`src/rtl/mem_copy.sv`:
```
// Register-programmed word copy engine: reads one word from SRC, writes it to DST,
// and repeats for LEN words over a simple valid/ready memory bus.
module mem_copy #(
  parameter int LEN_WIDTH = 12
) (
  input  logic        clk,
  input  logic        reset,
  input  logic        cs,
  input  logic        we,
  input  logic [7:0]  address,
  input  logic [31:0] write_data,
  output logic [31:0] read_data,
  output logic        ready,
  output logic        mem_valid,
  output logic [31:0] mem_addr,
  output logic [31:0] mem_wdata,
  output logic [3:0]  mem_wstrb,
  input  logic [31:0] mem_rdata,
  input  logic        mem_ready
);

  typedef enum logic [2:0] {IDLE, READ, GAP_R, WRITE, GAP_W} state_t;

  state_t               state_reg, state_next;
  logic [29:0]          src_reg, dst_reg, src_cnt_reg, dst_cnt_reg;
  logic [LEN_WIDTH-1:0] len_reg, remain_reg;
  logic [31:0]          buf_reg;
  logic                 done_reg, aborted_reg, abort_pend_reg;

  logic busy, wr_en, ctrl_wr, start_req, abort_req, abort_hit;

  assign busy      = (state_reg != IDLE);
  assign wr_en     = cs & we;
  assign ctrl_wr   = wr_en & (address == 8'h08);
  assign abort_req = ctrl_wr & write_data[1];
  // Start together with abort is treated as abort only.
  assign start_req = ctrl_wr & write_data[0] & ~write_data[1];
  assign abort_hit = abort_pend_reg | abort_req;
  assign ready     = cs;

  always_comb begin
    read_data = 32'h0;
    if (cs && !we) begin
      case (address)
        8'h09:   read_data = {29'h0, aborted_reg, done_reg, busy};
        8'h10:   read_data = {src_reg, 2'b00};
        8'h11:   read_data = {dst_reg, 2'b00};
        8'h12:   read_data = {{(32-LEN_WIDTH){1'b0}}, len_reg};
        8'h13:   read_data = {{(32-LEN_WIDTH){1'b0}}, remain_reg};
        default: read_data = 32'h0;
      endcase
    end
  end

  always_comb begin
    state_next = state_reg;
    mem_valid  = 1'b0;
    mem_addr   = 32'h0;
    mem_wdata  = 32'h0;
    mem_wstrb  = 4'h0;
    case (state_reg)
      IDLE: begin
        if (start_req && (len_reg != '0)) state_next = READ;
      end
      READ: begin
        mem_valid = 1'b1;
        mem_addr  = {src_cnt_reg, 2'b00};
        if (mem_ready) state_next = GAP_R;
      end
      GAP_R: begin
        state_next = abort_hit ? IDLE : WRITE;
      end
      WRITE: begin
        mem_valid = 1'b1;
        mem_addr  = {dst_cnt_reg, 2'b00};
        mem_wdata = buf_reg;
        mem_wstrb = 4'hf;
        if (mem_ready) state_next = GAP_W;
      end
      GAP_W: begin
        // remain_reg == 1 means the decrement in this cycle reaches zero.
        state_next = (abort_hit || (remain_reg == LEN_WIDTH'(1))) ? IDLE : READ;
      end
      default: state_next = IDLE;
    endcase
  end

  always_ff @(posedge clk) begin
    if (reset) begin
      state_reg      <= IDLE;
      src_reg        <= '0;
      dst_reg        <= '0;
      len_reg        <= '0;
      remain_reg     <= '0;
      buf_reg        <= '0;
      src_cnt_reg    <= '0;
      dst_cnt_reg    <= '0;
      done_reg       <= 1'b0;
      aborted_reg    <= 1'b0;
      abort_pend_reg <= 1'b0;
    end else begin
      state_reg <= state_next;

      if (wr_en && !busy) begin
        case (address)
          8'h10:   src_reg <= write_data[31:2];
          8'h11:   dst_reg <= write_data[31:2];
          8'h12:   len_reg <= write_data[LEN_WIDTH-1:0];
          default: ;
        endcase
      end

      if (busy && (state_next == IDLE)) abort_pend_reg <= 1'b0;
      else if (busy && abort_req)       abort_pend_reg <= 1'b1;

      case (state_reg)
        IDLE: begin
          if (start_req) begin
            aborted_reg <= 1'b0;
            if (len_reg != '0) begin
              done_reg    <= 1'b0;
              src_cnt_reg <= src_reg;
              dst_cnt_reg <= dst_reg;
              remain_reg  <= len_reg;
            end else begin
              done_reg <= 1'b1;
            end
          end
        end
        READ: begin
          if (mem_ready) buf_reg <= mem_rdata;
        end
        GAP_R: begin
          if (abort_hit) begin
            aborted_reg <= 1'b1;
            done_reg    <= 1'b0;
          end
        end
        GAP_W: begin
          remain_reg  <= remain_reg - LEN_WIDTH'(1);
          src_cnt_reg <= src_cnt_reg + 30'd1;
          dst_cnt_reg <= dst_cnt_reg + 30'd1;
          if (abort_hit) begin
            aborted_reg <= 1'b1;
            done_reg    <= 1'b0;
          end else if (remain_reg == LEN_WIDTH'(1)) begin
            done_reg <= 1'b1;
          end
        end
        default: ;
      endcase
    end
  end

endmodule
```
`config.mk`:
```
export PLATFORM = sky130hd
export DESIGN_NAME = mem_copy
export DESIGN_NICKNAME = d
export VERILOG_FILES = /design/src/rtl/mem_copy.sv
export SDC_FILE = /design/constraint.sdc
export NUM_CORES = 1
export LEC_CHECK = 0
export CORE_AREA = 8 8 184 168
export DETAILED_ROUTE_END_ITERATION = 16
export DIE_AREA = 0 0 192 176
export PLACE_DENSITY_LB_ADDON = 0.2
export SLEW_MARGIN = 20
export SYNTH_ARGS = -nofsm -noshare
export SYNTH_HDL_FRONTEND = slang
export SYNTH_SLANG_ARGS = --single-unit
```
`constraint.sdc`:
```
create_clock -name clk -period 3.5 [get_ports clk]
set_input_delay 0.875 -clock clk [delete_from_list [all_inputs] [get_ports clk]]
set_output_delay 0.875 -clock clk [all_outputs]
set_load 0.02 [all_outputs]
```
# Yosys cells after proc, flatten, opt, wreduce, memory -nomap -nowiden
# Cells that the tools add are included.
# totals
regBits	182
latch_bits	0
ram_bits	0
mem_bits_ro	0
input_bits	77
wordCells	92
n_memories	0
# op_classes
addsub	3
mul	0
div_mod_pow	0
order_cmp	0
eq_ne	16
n_shift	0
mux	30
n_bitwise	7
reduce_logical	25
# ops
op	count
$pmux 32 s5	1
$mux 30	4
$pmux 30 s2	2
$mux 32	2
$pmux 32 s2	1
$add 30x1->30 const B	2
$eq 8x5->1 const B	4
$mux 12	2
$pmux 12 s2	1
$eq 8x4->1 const B	2
$pmux 3 s5	1
$eq 12x1->1 const B	1
$reduce_bool 12->1	1
$sub 12x1->12 const B	1
$mux 1	9
$mux 3	3
$reduce_and 2->1	4
$eq 3x2->1 const B	2
$logic_not 3->1	2
$ne 2x2->1 const B	3
$reduce_and 3->1	2
$reduce_bool 3->1	2
$reduce_or 2->1	3
$and 1x1->1	5
other kinds (15)	21

# Logic depth before layout (Yosys ltp)
# Gate-level depths: netlist of the first run.
# logic_depth
ltp_word	10
ltp_mapped	9

# Worst setup path after synthesis of the first run
# No wires, ideal clock.
# synth_path
kind	input to output
from	input address[2]
to	output read_data[12]
arrival_time_ns	2.593
setup_slack_ns	0.032
path_stages	5
path_buffers	1
path_cell_list	or4_1 > nor4_1 > clkbuf_1 > a22oi_1 > nor2_1
# synth_between
elab_chain_cells	3
word_cells_on_any_way	7
# synth_lines
item	line	source
start, declared	10	input logic [7:0] address,
$eq 8x5->1 or $eq 8x4->1 (tied branches)	44	case (address)
$pmux 32 s5 *	44	
$mux 32 *	43	if (cs && !we) begin
end, declared	12	output logic [31:0] read_data,
# Every way passes the cells marked *; elsewhere a longest branch is shown, timed or not.

# Final worst setup path of the first run
# layout_path
from	input address[6]
to	output read_data[12]
# Same word-level chain as after synthesis.

==> flow_summary.toml, run 1 <==
[global_routing]
antenna_found_initial = 1
track_usage_pct = 21.59
grt_max_degree = 175
grt_pass1_vias = 9806
grt_pass1_wl_microns = 57960
grt_overflow_total = 0

[status]
outcome = "finished with violations"
violations = "setup timing"

[timing]
slew_headroom_pct = 38.96
worst_pin_slew_ps = 910.0
rsz0062_at_grt = "true"
fin_crit_ps = 3518
fin_worst_skew_ps = 18.59
setup_slack_ps = -17.85
setup_violations = 3
maxSlewViolCount = 0
hold_violations = 0
period_share_pct = 100.5
fmax_mhz = 284.3
fin_tns_setup_ps = -26.84

[critical_path]
cp_max_fo = 6
cpPeakStageDelay_ps = 540
crit_required_ps = 2620
crit_slowest_cell = "or4_4"
critical_path_class = "primary input to output pin"
critPathCaptureType = "output pin"
worstSetupStartpointType = "primary input"
crit_arrival_ps = 2640
crit_top_cell = "buf_6"
path_cells = "buf_6 > or4_4 > buf_6 > buf_6 > nor3b_4 > buf_12 > buf_12 > a22oi_1 > nor2_1 > buf_4"

[place]
dp_slack_ps = -840.5
numPortBuffers = 176
hpwl_microns = 26380
gp_congestion = 0.8903

[logic_synthesis]
yosys_register_bits = 182
ys.flop_type = "dfxtp_1"
async_reset_ff_share_pct = 0
synthCells = 1302
synthTopCellsByCount = "257 x nand2_1, 182 x dfxtp_1, 129 x a21oi_1"
synth.avg_cell_area_sq_um = 7.536
synth_top_cell_by_area = "dfxtp_1"
synth_seq_area_share_pct = 37.13
ys_types = 77
synth-edff-count = 0
yosysWarnings = 0
synth_most_common_cell = "nand2_1"
synth_area_sq_um = 9812
netlist.area_leader.share_pct = 37.13
ys_top_cells_by_area = "dfxtp_1 37%, nand2_1 9.8%, a21oi_1 6.6%, mux2i_1 5.4%, nor2_1 4.6%"

[clocking]
cts_sinks = 182
cts_max_path_buffers = 2
holdBufCountCts = 0
htree_levels = 4
cts_buffers = 17
clock-root-buffer = "clkbuf_16"
insertion_delay_ps = 440
cts_tree = "built"
clkTransAtPathRegs_ps = 70

[finish]
regArea_sq_um = 3649
area_growth_pct = 33.51
multiInputGateArea_sq_um = 5761
layout.nets = 1540
largest_register_ffs = 32
fillers = 2783
layout-drive-gt1-share_pct = 13.86
diodes = 0

[pwr]
p_leak_nw = 4.351
pwr_density_cell_nw_per_um2 = 335.4
power.total_mw = 4.394
vdd_drop_max_mv = 0.2777
seq_power_share_pct = 47.1
switching_share_pct = 23.63
switching_power_mw = 1.038
p_int_mw = 3.356
pwr-share-comb_pct = 4.8
p_clk_share_pct = 48.1

[detailed_routing]
drc = 0
routedWlPerCell_microns = 20.90
antenna_left = 0
wirelength_microns = 38290
first_pass_iters = 5
vias = 10563
drt_iter0_markers = 1036
viasPerCell = 5.766

[worst_hold_path]
hold_path_class = "register to register"

[floorplan]
pin_count = 179
start_util_pct = 35.39
rows = 58
fp.dieW_microns = 192
die_h_microns = 176
die_area_sq_um = 33790
core_sq_um = 27720

[run]
maxCapViolCount = 0
[worst paths after layout]
| check | slack (ps) | to | from | depth (start not counted) |
|---|---|---|---|---|
| max reg2reg | 860 | src_cnt_reg[20] | state_reg[2] | 6 |
| min reg2reg | 450 | buf_reg[29] | buf_reg[29] | 2 |
| max | -20 | read_data[12] | address[6] | 10 |
| min | 450 | buf_reg[29] | buf_reg[29] | 2 |
[per-stage QoR]
step / hold WS [ps] / cells / instance area (sq um) / util, %
5_1_grt: 466.8 / 1832 / 13100 / 47.26
2_1_floorplan: 431.9 / 1303 / 9816 / -
3_3_place_gp: 437.6 / 1786 / 12210 / 44.06
3_5_place_dp: 443.0 / 1786 / 12210 / 44.06
6_report: 451.9 / 1832 / 13100 / 47.26
4_1_cts: 452.7 / 1828 / 12930 / 46.63
[power by group through the flow]
stage / Sequential, mW / Clock, mW / Combinational [mW]
4_1_cts: 2.07 / 2.13 / 0.206
3_5_place_dp: 2.12 / 0 / 0.202
3_3_place_gp: 2.12 / 0 / 0.202
5_1_grt: 2.07 / 2.23 / 0.224
2_1_floorplan: 2.12 / 0 / 0.0628
6_report: 2.07 / 2.11 / 0.213
[area by class of cell]
type	instances	share of cell area, %
flip-flops and latches	182	27.85
clock inverters	12	1.394
repair buffers	257	19.56
clock buffers	20	3.410
well taps	360	3.438
multi-input cells	988	43.97
inverters	13	0.3725
[repair_timing]
| item | in CTS | in global routing |
|---|---|---|
| setup endpoints to repair | 32 | 59 |
| gates resized for setup | 175 | 30 |
| pin swaps | 10 | 28 |
| setup buffers | 7 | 2 |
| cloned | 3 | 3 |
[cells in the final DEF, fill, tap and decap left out, types with 15 or more instances in the layout]
cell / instances
o21ai_0: 30
nor3_1: 31
nand3_1: 28
buf_12: 16
clkbuf_16: 19
and3_1: 43
nor2_1: 118
a21oi_1: 129
a22oi_2: 15
a31oi_1: 33
mux2i_1: 53
a22oi_1: 18
buf_4: 82
nand4_1: 28
clkdlybuf4s50_1: 139
nor4_1: 19
nand2_1: 257
dfxtp_1: 180
[cells by family (layout without fill, tap and decap cells)]
kind of cell,after synthesis,after routing,share of synthesized area (%)
AND/OR/NAND/NOR,593,593,28.77
AO/OA/AOI/OAI,322,322,21.16
flip-flops,182,182,37.13
buffers and inverters,133,302,5.636
multiplexers,57,57,5.866
XOR/XNOR,10,10,0.8926
adder cells (fa/ha/maj),4,4,0.5101
other,1,2,0.03822
[routing by layer]
metal  vias up  part of all wire, %  wire length (microns)  GRT usage (%)
li1       5022                    -                      -              -
met2       481                   43                  16480          32.27
met1      5011                   46                  17680          30.39
met3        49                  8.1                   3108          4.221
met4         0                  2.7                   1019          7.793
met5         -                    0                      0              0
[worst max-delay path, delay by kind of cell]
| family | cells | cell delay (ps) |
|---|---|---|
| compound gates | 1 | 80 |
| buf+inv | 6 | 810 |
| simple gates | 3 | 860 |
Power figures use the tool's default switching activity.
==> inputs of run 2 (changes only) <==
Settings changed: HOLD_SLACK_MARGIN set to 0.15, PLACE_DENSITY set to 0.58, PLACE_DENSITY_LB_ADDON 0.2 to unset.
Clock period 3.5 ns to 3.8 ns, I/O delays scaled along.
==> flow_summary.toml, run 2 (synthesized netlist as in run 1, its figures left out) <==
[clocking]
cts_max_path_buffers = 2
clock-root-buffer = "clkbuf_16"
clkTransAtPathRegs_ps = 80
cts_buffers = 17
htree_levels = 4
cts_sinks = 182
insertion_delay_ps = 440
cts_tree = "built"
holdBufCountCts = 0

[finish]
layout-drive-gt1-share_pct = 12.27
layout.nets = 1527
layout_commonest_cell = "nand2_1"
diodes = 0
stdcell_area_sq_um = 12810
largest_register_ffs = 32
area_growth_pct = 30.58
layout_common_cells = "256 x nand2_1, 181 x dfxtp_1, 139 x clkdlybuf4s50_1"

[critical_path]
crit_required_ps = 2850
critPathCaptureType = "output pin"
r2r_start = "state_reg[2]"
crit_path_start = "address[6]"
cp_max_fo = 10
critical_path_class = "primary input to output pin"
worstSetupStartpointType = "primary input"
crit_arrival_ps = 2750

[place]
placed_area_sq_um = 12130
hpwl_microns = 26490
gp_congestion = 0.8787
numPortBuffers = 176

[detailed_routing]
drc = 0
vias = 10424
viasPerCell = 5.731
antenna_left = 0
drt_iter0_markers = 975
routedWlPerCell_microns = 20.83
first_pass_iters = 6
wirelength_microns = 37890

[pwr]
p_int_mw = 2.955
p_leak_nw = 4.241
switching_power_uw = 975.2
switching_share_pct = 24.81
p_clk_share_pct = 46.8
power.total_mw = 3.930
pwr_density_cell_nw_per_um2 = 306.8
seq_power_share_pct = 48.5
vdd_drop_max_mv = 0.2525
pwr-share-comb_pct = 4.7

[timing]
setup_violations = 0
fmax_mhz = 270.5
fin_crit_ps = 3696
maxSlewViolCount = 0
slew_headroom_pct = 40.48
worst_pin_slew_ps = 886.0
fin_worst_skew_ps = 18.20
rsz0062_at_grt = "false"
hold_violations = 0
timing.hold.ws_ps = 451.6
fin_tns_setup_ps = 0
period_share_pct = 97.27

[floorplan]
fp.dieW_microns = 192
core_sq_um = 27720
pin_count = 179
rows = 58
die_h_microns = 176
die_area_sq_um = 33790
start_util_pct = 35.39

[global_routing]
antenna_found_initial = 0
grt_overflow_total = 0
grt_pass1_wl_microns = 57990
track_usage_pct = 21.60
grt_pass1_vias = 9792
grt_max_degree = 175

[run]
maxCapViolCount = 0

[worst_hold_path]
hp-start = "buf_reg[9]"
hold_path_class = "register to register"

[status]
outcome = "complete, no violations"
run 2: repair_timing:
action | CTS | global route
resized for setup | 163 | 7
pin swaps | 5 | 4
setup endpoints to repair | 32 | 13
setup buffers | 6 | 2
gates cloned | 3 | 0
run 2: power groups by stage:
stage / registers (mW) / logic (mW) / clock network [mW]
4_1_cts: 1.91 / 0.185 / 1.87
6_report: 1.91 / 0.186 / 1.84
2_1_floorplan: 1.95 / 0.0578 / 0
5_1_grt: 1.91 / 0.197 / 1.95
3_3_place_gp: 1.95 / 0.182 / 0
3_5_place_dp: 1.95 / 0.181 / 0
run 2: worst paths after layout:
kind                                        end  slack [ps]  cells after the start
worst min-delay path                 buf_reg[9]         450                      2
worst max-delay path              read_data[28]         100                      9
worst max register to register  src_cnt_reg[19]        1090                      6
worst min register to register       buf_reg[9]         450                      2
run 2: worst max-delay path, stage by stage:
cell and delay, ps:
dlygate4sd2_1 250, or4_4 470, buf_4 160, nor3b_2 170, and2_4 170, o21ai_2 70, buf_4 190, nor2_1 110
buf_2 170
run 2: per-layer routing:
layer  share of wire [%]  track usage (%)  wire (microns)
met2                  43            32.64           16330
met5                   0                0               0
met1                  45            29.89           17160
met3                 9.0            4.753            3399
met4                 2.6            7.570             996
run 2: area by class of cell:
class / count / area, sq um
clock buffer: 18 / 439.2
multi-input combinational: 988 / 5694
sequential: 182 / 3647
inverter: 13 / 48.80
fill: 2796 / 14910
timing repair buffer: 244 / 2370
clock inverter: 14 / 162.7
tap: 360 / 450.4
run 2: metrics by stage:
step / setup WS [ps] / instances / utilization, %
after floorplan: 181.7 / 1303 / -
after global placement: -640.4 / 1778 / 43.75
after detailed placement: -651.7 / 1778 / 43.75
after CTS: 11.13 / 1819 / 46.28
after global routing: 13.60 / 1819 / 46.22
final: 103.6 / 1819 / 46.22
